**src/rtl/mem_bus_arbiter.sv**
```systemverilog
// ---------------------------------------------------------------------------
// mem_bus_arbiter
//
// Shares one single-port memory bus between the instruction fetch (IF) stage
// and the memory access (MEM) stage of the pipeline. When both stages request
// at the same time, the stage that was not granted last wins (round-robin).
// Each transfer is a strobe/ack handshake on the bus. The winning stage gets
// the read data together with a one-cycle ack pulse. A transfer that never
// receives a bus ack is aborted after TIMEOUT busy cycles and flagged on err_o.
//
// Ports
//   clk, rst          rising-edge clock, asynchronous active-low reset
//   if_*              fetch port: read request, address, read data, ack pulse
//   mem_*             load/store port: request, we, address, byte enables,
//                     write data, read data, ack pulse
//   bus_*             shared bus: registered strobe, we, address, byte enables,
//                     write data; read data and ack from the memory
//   stallreq_o        high while any stage has a request that is not yet acked
//   err_o, err_src_o  timeout abort pulse and the stage it hit (0=IF, 1=MEM)
// ---------------------------------------------------------------------------
module mem_bus_arbiter #(
    parameter int ADDR_W  = 32,
    parameter int DATA_W  = 32,
    parameter int TIMEOUT = 255
) (
    input  logic              clk,
    input  logic              rst,
    input  logic              if_req_i,
    input  logic [ADDR_W-1:0] if_addr_i,
    output logic [DATA_W-1:0] if_data_o,
    output logic              if_ack_o,
    input  logic              mem_req_i,
    input  logic              mem_we_i,
    input  logic [ADDR_W-1:0] mem_addr_i,
    input  logic [3:0]        mem_sel_i,
    input  logic [DATA_W-1:0] mem_wdata_i,
    output logic [DATA_W-1:0] mem_rdata_o,
    output logic              mem_ack_o,
    output logic              bus_stb_o,
    output logic              bus_we_o,
    output logic [ADDR_W-1:0] bus_addr_o,
    output logic [3:0]        bus_sel_o,
    output logic [DATA_W-1:0] bus_wdata_o,
    input  logic [DATA_W-1:0] bus_rdata_i,
    input  logic              bus_ack_i,
    output logic              stallreq_o,
    output logic              err_o,
    output logic              err_src_o
);

    typedef enum logic [1:0] {
        IDLE,
        BUSY,
        RESP
    } state_t;

    // Last busy-cycle count before an abort; only meaningful when TIMEOUT != 0.
    localparam logic [7:0] TO_LAST   = (TIMEOUT == 0) ? 8'd0 : 8'(TIMEOUT - 1);
    localparam bit         TO_ENABLE = (TIMEOUT != 0);

    state_t     state;
    logic       last_mem;   // 1 when the previous grant went to MEM
    logic       owner_mem;  // 1 when the transfer in flight belongs to MEM
    logic [7:0] cnt;
    logic       grant_mem;

    // MEM wins when it is the only requester, or when both request and IF
    // was served last. Only looked at in IDLE.
    assign grant_mem = mem_req_i & (~if_req_i | ~last_mem);

    // A stage stalls the pipeline from its request until its ack pulse.
    assign stallreq_o = (if_req_i & ~if_ack_o) | (mem_req_i & ~mem_ack_o);

    // Single FSM: IDLE arbitrates and loads the bus fields, BUSY waits for the
    // bus ack or the timeout, RESP holds the one-cycle ack/err pulse. RESP does
    // no arbitration, so the still-high request of the stage just acked cannot
    // win a second grant.
    always_ff @(posedge clk or negedge rst) begin
        if (!rst) begin
            state       <= IDLE;
            last_mem    <= 1'b0;
            owner_mem   <= 1'b0;
            cnt         <= 8'd0;
            if_data_o   <= '0;
            if_ack_o    <= 1'b0;
            mem_rdata_o <= '0;
            mem_ack_o   <= 1'b0;
            bus_stb_o   <= 1'b0;
            bus_we_o    <= 1'b0;
            bus_addr_o  <= '0;
            bus_sel_o   <= 4'h0;
            bus_wdata_o <= '0;
            err_o       <= 1'b0;
            err_src_o   <= 1'b0;
        end else begin
            if_ack_o  <= 1'b0;
            mem_ack_o <= 1'b0;
            err_o     <= 1'b0;
            case (state)
                IDLE: begin
                    if (if_req_i || mem_req_i) begin
                        if (grant_mem) begin
                            bus_we_o    <= mem_we_i;
                            bus_addr_o  <= mem_addr_i;
                            bus_sel_o   <= mem_sel_i;
                            bus_wdata_o <= mem_wdata_i;
                        end else begin
                            bus_we_o    <= 1'b0;
                            bus_addr_o  <= if_addr_i;
                            bus_sel_o   <= 4'hF;
                            bus_wdata_o <= '0;
                        end
                        owner_mem <= grant_mem;
                        last_mem  <= grant_mem;
                        bus_stb_o <= 1'b1;
                        cnt       <= 8'd0;
                        state     <= BUSY;
                    end
                end
                BUSY: begin
                    // A real ack always beats a timeout on the same edge.
                    if (bus_ack_i) begin
                        bus_stb_o <= 1'b0;
                        if (owner_mem) begin
                            mem_ack_o   <= 1'b1;
                            mem_rdata_o <= bus_rdata_i;
                        end else begin
                            if_ack_o  <= 1'b1;
                            if_data_o <= bus_rdata_i;
                        end
                        state <= RESP;
                    end else if (TO_ENABLE && (cnt == TO_LAST)) begin
                        // Abort: the stage still gets its ack so it can move
                        // on, with zero data and an error pulse.
                        bus_stb_o <= 1'b0;
                        if (owner_mem) begin
                            mem_ack_o   <= 1'b1;
                            mem_rdata_o <= '0;
                        end else begin
                            if_ack_o  <= 1'b1;
                            if_data_o <= '0;
                        end
                        err_o     <= 1'b1;
                        err_src_o <= owner_mem;
                        state     <= RESP;
                    end else begin
                        cnt <= cnt + 8'd1;
                    end
                end
                RESP: begin
                    state <= IDLE;
                end
                default: begin
                    state <= IDLE;
                end
            endcase
        end
    end

endmodule

```
**config.mk**
```make
export PLATFORM = sky130hd
export DESIGN_NAME = mem_bus_arbiter
export DESIGN_NICKNAME = d
export VERILOG_FILES = /design/src/rtl/mem_bus_arbiter.sv
export SDC_FILE = /design/constraint.sdc
export NUM_CORES = 1
export LEC_CHECK = 0
export BUFFER_PORTS_ARGS = -buffer_cell sky130_fd_sc_hd__buf_4
export CAP_MARGIN = 20
export CORE_MARGIN = 2
export CORE_UTILIZATION = 47
export DETAILED_ROUTE_END_ITERATION = 7
export PLACE_DENSITY = 0.8
export SLEW_MARGIN = 10
export SYNTH_ARGS = -nofsm -noshare
export SYNTH_HDL_FRONTEND = slang
export SYNTH_SLANG_ARGS = --single-unit
export TNS_END_PERCENT = 5
```
**constraint.sdc**
```tcl
create_clock -name clk -period 3.3 [get_ports clk]
set_clock_uncertainty 0.15 [all_clocks]
set_input_delay 0.66 -clock clk [delete_from_list [all_inputs] [get_ports clk]]
set_output_delay 0.66 -clock clk [all_outputs]
set_load 0.01 [all_outputs]
```
### Word-level counts from Yosys, hierarchy flattened

Index checks and enable logic that the tools add are counted.

* output and inout port bits: 139
* input bits: 138
* flip-flop bits (word level): 149
* word-level logic and storage cells: 77

* reduce and logical (&&, ||, !) cells: 11
* eq/ne operators: 6
* bitwise gates (word level): 10
* $add $sub $neg: 1
* mux-type cells: 35

Operators with widths (count)
* $mux W32: 10
* $mux W8: 3
* $pmux W8 S2: 1
* $mux W1: 15
* $reduce_and A3 Y1: 4
* $add A8 B1 Y8 const B: 1
* $eq A8 B8 Y1 const B: 1
* $mux W2: 3
* $ne A2 B2 Y1 const B: 3
* $not A1 Y1: 5
* $mux W4: 1
* $pmux W2 S2: 1
* $reduce_and A2 Y1: 2
* $reduce_and A4 Y1: 1
* $reduce_bool A2 Y1: 2
* $and A1 B1 Y1: 3
* $ne A3 B3 Y1 const B: 1
* $eq A2 B1 Y1 const B: 1
* $logic_not A2 Y1: 1
* $or A1 B1 Y1: 2
* $pmux W1 S2: 1
* $logic_or A1 B1 Y1: 1

### Logic depth before layout (Yosys ltp)

* word-level depth: 4
* mapped depth: 7
* depth with buffers taken out: 6

### Worst setup path before layout

OpenSTA, ideal clock, no wires.

* path type: input port to output port
* start point: input if_req_i
* end point: output stallreq_o
* path buffers: 0
* cell stages on the path: 2
* setup slack: 1.560 ns
* required time: 2.490 ns
* data arrival time: 0.930 ns
* path through: inv_1 o22ai_1

* cells in the longest elaborated chain, start to end: 2

RTL lines
* start, declared: RTL line 28 `input logic if_req_i,`
* $and A1 B1 Y1: RTL line 72 `assign stallreq_o = (if_req_i & ~if_ack_o) | (mem_req_i & ~mem_ack_o);`
* $or A1 B1 Y1: RTL line 72
* end, declared: RTL line 46 `output logic stallreq_o,`

No other way between the ends.

### Worst setup path in the final report

* start point: register state[1]
* end point: register if_data_o[17]

* cells in the longest elaborated chain, start to end: 2

RTL lines
* start, declared: RTL line 61 `state_t state;`
* start signal, assigned: RTL line 80 `state <= IDLE;`
* start signal, assigned: RTL line 117 `state <= BUSY;`
* start signal, assigned: RTL line 131 `state <= RESP;`
* $eq A2 B1 Y1: RTL line 99 `case (state)`
* $reduce_and A3 Y1 (no line)
* end signal, assigned: RTL line 129 `if_data_o <= bus_rdata_i;`
* end, declared: RTL line 30 `output logic [DATA_W-1:0] if_data_o,`

No other way between the ends.
A chain may end at the register's enable or synchronous reset.

==> reports/metrics.csv <==
metric,value,unit
cp_data_arrival_time,2.60,ns
yosys_warnings,0,
start_kind,flip-flop,
synth-seq-cells,149,
cp_num_buf_inv,0,
slew_headroom,0.446,
core_area,12600,um^2
via_per_inst,5.44,
drc,0,
fmax,405,MHz
gr-usage-all-layers,0.256,
routedWlPerCell,18.8,um
wirelength,17400,um
p_sw_frac,0.343,
die_y,118,um
p_switching,0.00296,W
tightest_slew,0.827,ns
status,finished clean,
ios,277,
cts_num_sinks,149,
use_met3,0.0741,
clk_pin_slew,0.06,ns
std_cell_rows,41,
timing.final.ws_setup,0.832,ns
route.vias.total,5051,
clockPowerShare,0.236,
synthFlopType,dfrtp_1,
gr-max-usage-layer,met2,
cts-root-buf,clkbuf_16,
rsz0062_at_grt,no,
setup-tns-final,0,ns
p_leak,4.38,nW
antenna_found_initial,0,
cp_max_fo,33,
worstRegToRegCells,3,
htreeDepth,4,
ir_drop,0.000544,V
power_frac_seq,0.362,
drive_gt1_frac,0.438,
reg2reg_to,if_data_o[17],
dp_hpwl,12200,um
grt_pass1_vias,5126,
grt_util_met1,0.314,
synth_enable_flop_cells,0,
ff2ff_setup_slack,0.83,ns
postSynthAreaPerCell,12.6,um^2
cts_tree,built,
finalNetCount,883,
use_met2,0.421,
port_buffers,276,
area_growth,46.1,%
p_int,0.00568,W
post_cts_resized,0,
drv_slew,0,
ant_nets,0,
setup_viol,0,
combPwrFrac,0.402,
ys_seq_area_frac,0.614,
place_worst_setup_slack,0.866,ns
power.density,973,nW/um^2
r2r_start,state[1],
hold_path_class,input port to asynchronous set/reset pin,
crit_start,state[1],
synthCells,481,
netlist_area,6070,um^2
dieArea,13800,um^2
grt_pass1_wl,27800,um
drt_first_pass_iters,4,
max_stage_delay,0.81,ns
diodes,0,
post-route-min-period,2.47,ns
crit_path_cell_trace,"nor2b_1, nand3b_2, o2bb2ai_1",
synth_fp_nets,621,
synthArstFlopShare,1.00,
grt-ovfl-total,0,
clk_path_buf_depth,2,
floorplan.die.width,118,um
ys_types,43,
hold_viol,0,
cp.depth,3,
fin_crit_sh,0.748,
cts_hold_buf,0,
cp-end-kind,flip-flop,
routabilityCongestion,0.880,
cp-endpoint,if_data_o[17],
critPathSlowestCell,nand3b_2,
critPathTopFamily,simple AND/OR/NAND/NOR gates,
cts_setup_buffers,0,
cts_buffers,17,
grt_max_degree,87,
insertion_delay,0.42,ns
drtIter0Drc,322,
critPathRequiredTime,3.43,ns
start_util,0.481,
path_class,flip-flop to flip-flop,
drv_cap,0,
## registers in the layout, summed over array words and instances (netlist names)
signal / cells
owner_mem: 1
bus_addr_o: 32
if_data_o: 32
bus_stb_o: 1
cnt: 8
if_ack_o: 1
state: 2
mem_ack_o: 1
err_src_o: 1
err_o: 1
mem_rdata_o: 32
bus_sel_o: 4
bus_we_o: 1
bus_wdata_o: 32
## metal layers
metal,vias up,routed length (um)
li1,2308,-
met1,2500,6960
met2,202,8850
met3,41,1090
met4,0,533
met5,-,0
## cells in the final DEF, fill, tap and decap left out, types with 5 or more instances in the layout
master     instances
a22o_1            34
clkbuf_16         17
nand2_1           72
clkbuf_8           6
inv_1              6
mux2i_1           32
buf_4            279
dfrtp_1          148
o21ai_0           34
o2bb2ai_1         29
a32o_1            32
a31oi_1            5
nor2_1             5
## metrics by stage
step	cell area (um^2)	util	hold slack (ns)	total power [W]	cells
2_1_floorplan	6070	-	0.214	0.00483	481
3_3_place_gp	8240	0.653	0.319	0.00650	896
3_5_place_dp	8240	0.653	0.323	0.00661	896
4_1_cts	8880	0.703	0.184	0.00870	928
5_1_grt	8880	0.703	0.221	0.00910	928
6_report	8880	0.703	0.160	0.00864	928
## kinds of logic after synthesis
logic type	share of synthesized area
and+or+nand+nor	0.0739
AOI/OAI and AO/OA	0.210
muxes	0.0571
DFF	0.614
adders and majority gates	0.00412
buffers and inverters	0.0408
## worst min-delay path by stage
stage,startpoint,end,slack [ns],cells past startpoint
3_3_place_gp,bus_addr_o[21],bus_addr_o[21],0.32,2
2_1_floorplan,rst,bus_addr_o[0],0.21,0
3_5_place_dp,bus_addr_o[3],bus_addr_o[3],0.32,2
4_1_cts,rst,bus_wdata_o[28],0.18,1
5_1_grt,rst,bus_wdata_o[18],0.22,1
6_report,rst,bus_wdata_o[19],0.16,1
## cells in the mapped netlist, types with 2 or more instances
| master | n | area, um^2 |
|---|---|---|
| dfrtp_1 | 149 | 3730 |
| nand2_1 | 72 | 270 |
| a22o_1 | 34 | 298 |
| o21ai_0 | 34 | 170 |
| a32o_1 | 32 | 320 |
| mux2i_1 | 32 | 320 |
| o2bb2ai_1 | 29 | 254 |
| buf_2 | 15 | 75.1 |
| clkbuf_1 | 15 | 56.3 |
| buf_6 | 6 | 67.6 |
| inv_1 | 6 | 22.5 |
| a31oi_1 | 5 | 31.3 |
| nor2_1 | 5 | 18.8 |
| nand3_1 | 4 | 20.0 |
| o22a_1 | 4 | 35.0 |
| a21oi_1 | 3 | 15.0 |
| buf_4 | 3 | 22.5 |
| o2bb2ai_2 | 3 | 45.0 |
| a41oi_1 | 2 | 17.5 |
| and2_1 | 2 | 12.5 |
| ha_1 | 2 | 25.0 |
| nor2b_1 | 2 | 12.5 |
| o22ai_1 | 2 | 12.5 |
## layout make-up
cell class | instances | area, um^2
fillers | 936 | 3740
flip-flops and latches | 149 | 3730
repair buffers | 283 | 2170
multi-input cells | 286 | 2110
clock buffers | 25 | 515
well taps | 172 | 215
clock inverters | 7 | 116
inverters | 6 | 22.5
## power by group through the flow
stage | Sequential (W) | Clock (W) | Combinational (W)
2_1_floorplan | 0.00342 | 0 | 0.00141
3_3_place_gp | 0.00310 | 0 | 0.00340
3_5_place_dp | 0.00312 | 0 | 0.00349
4_1_cts | 0.00312 | 0.00207 | 0.00351
5_1_grt | 0.00322 | 0.00215 | 0.00373
6_report | 0.00312 | 0.00204 | 0.00348
Power figures use the tool's default switching activity.
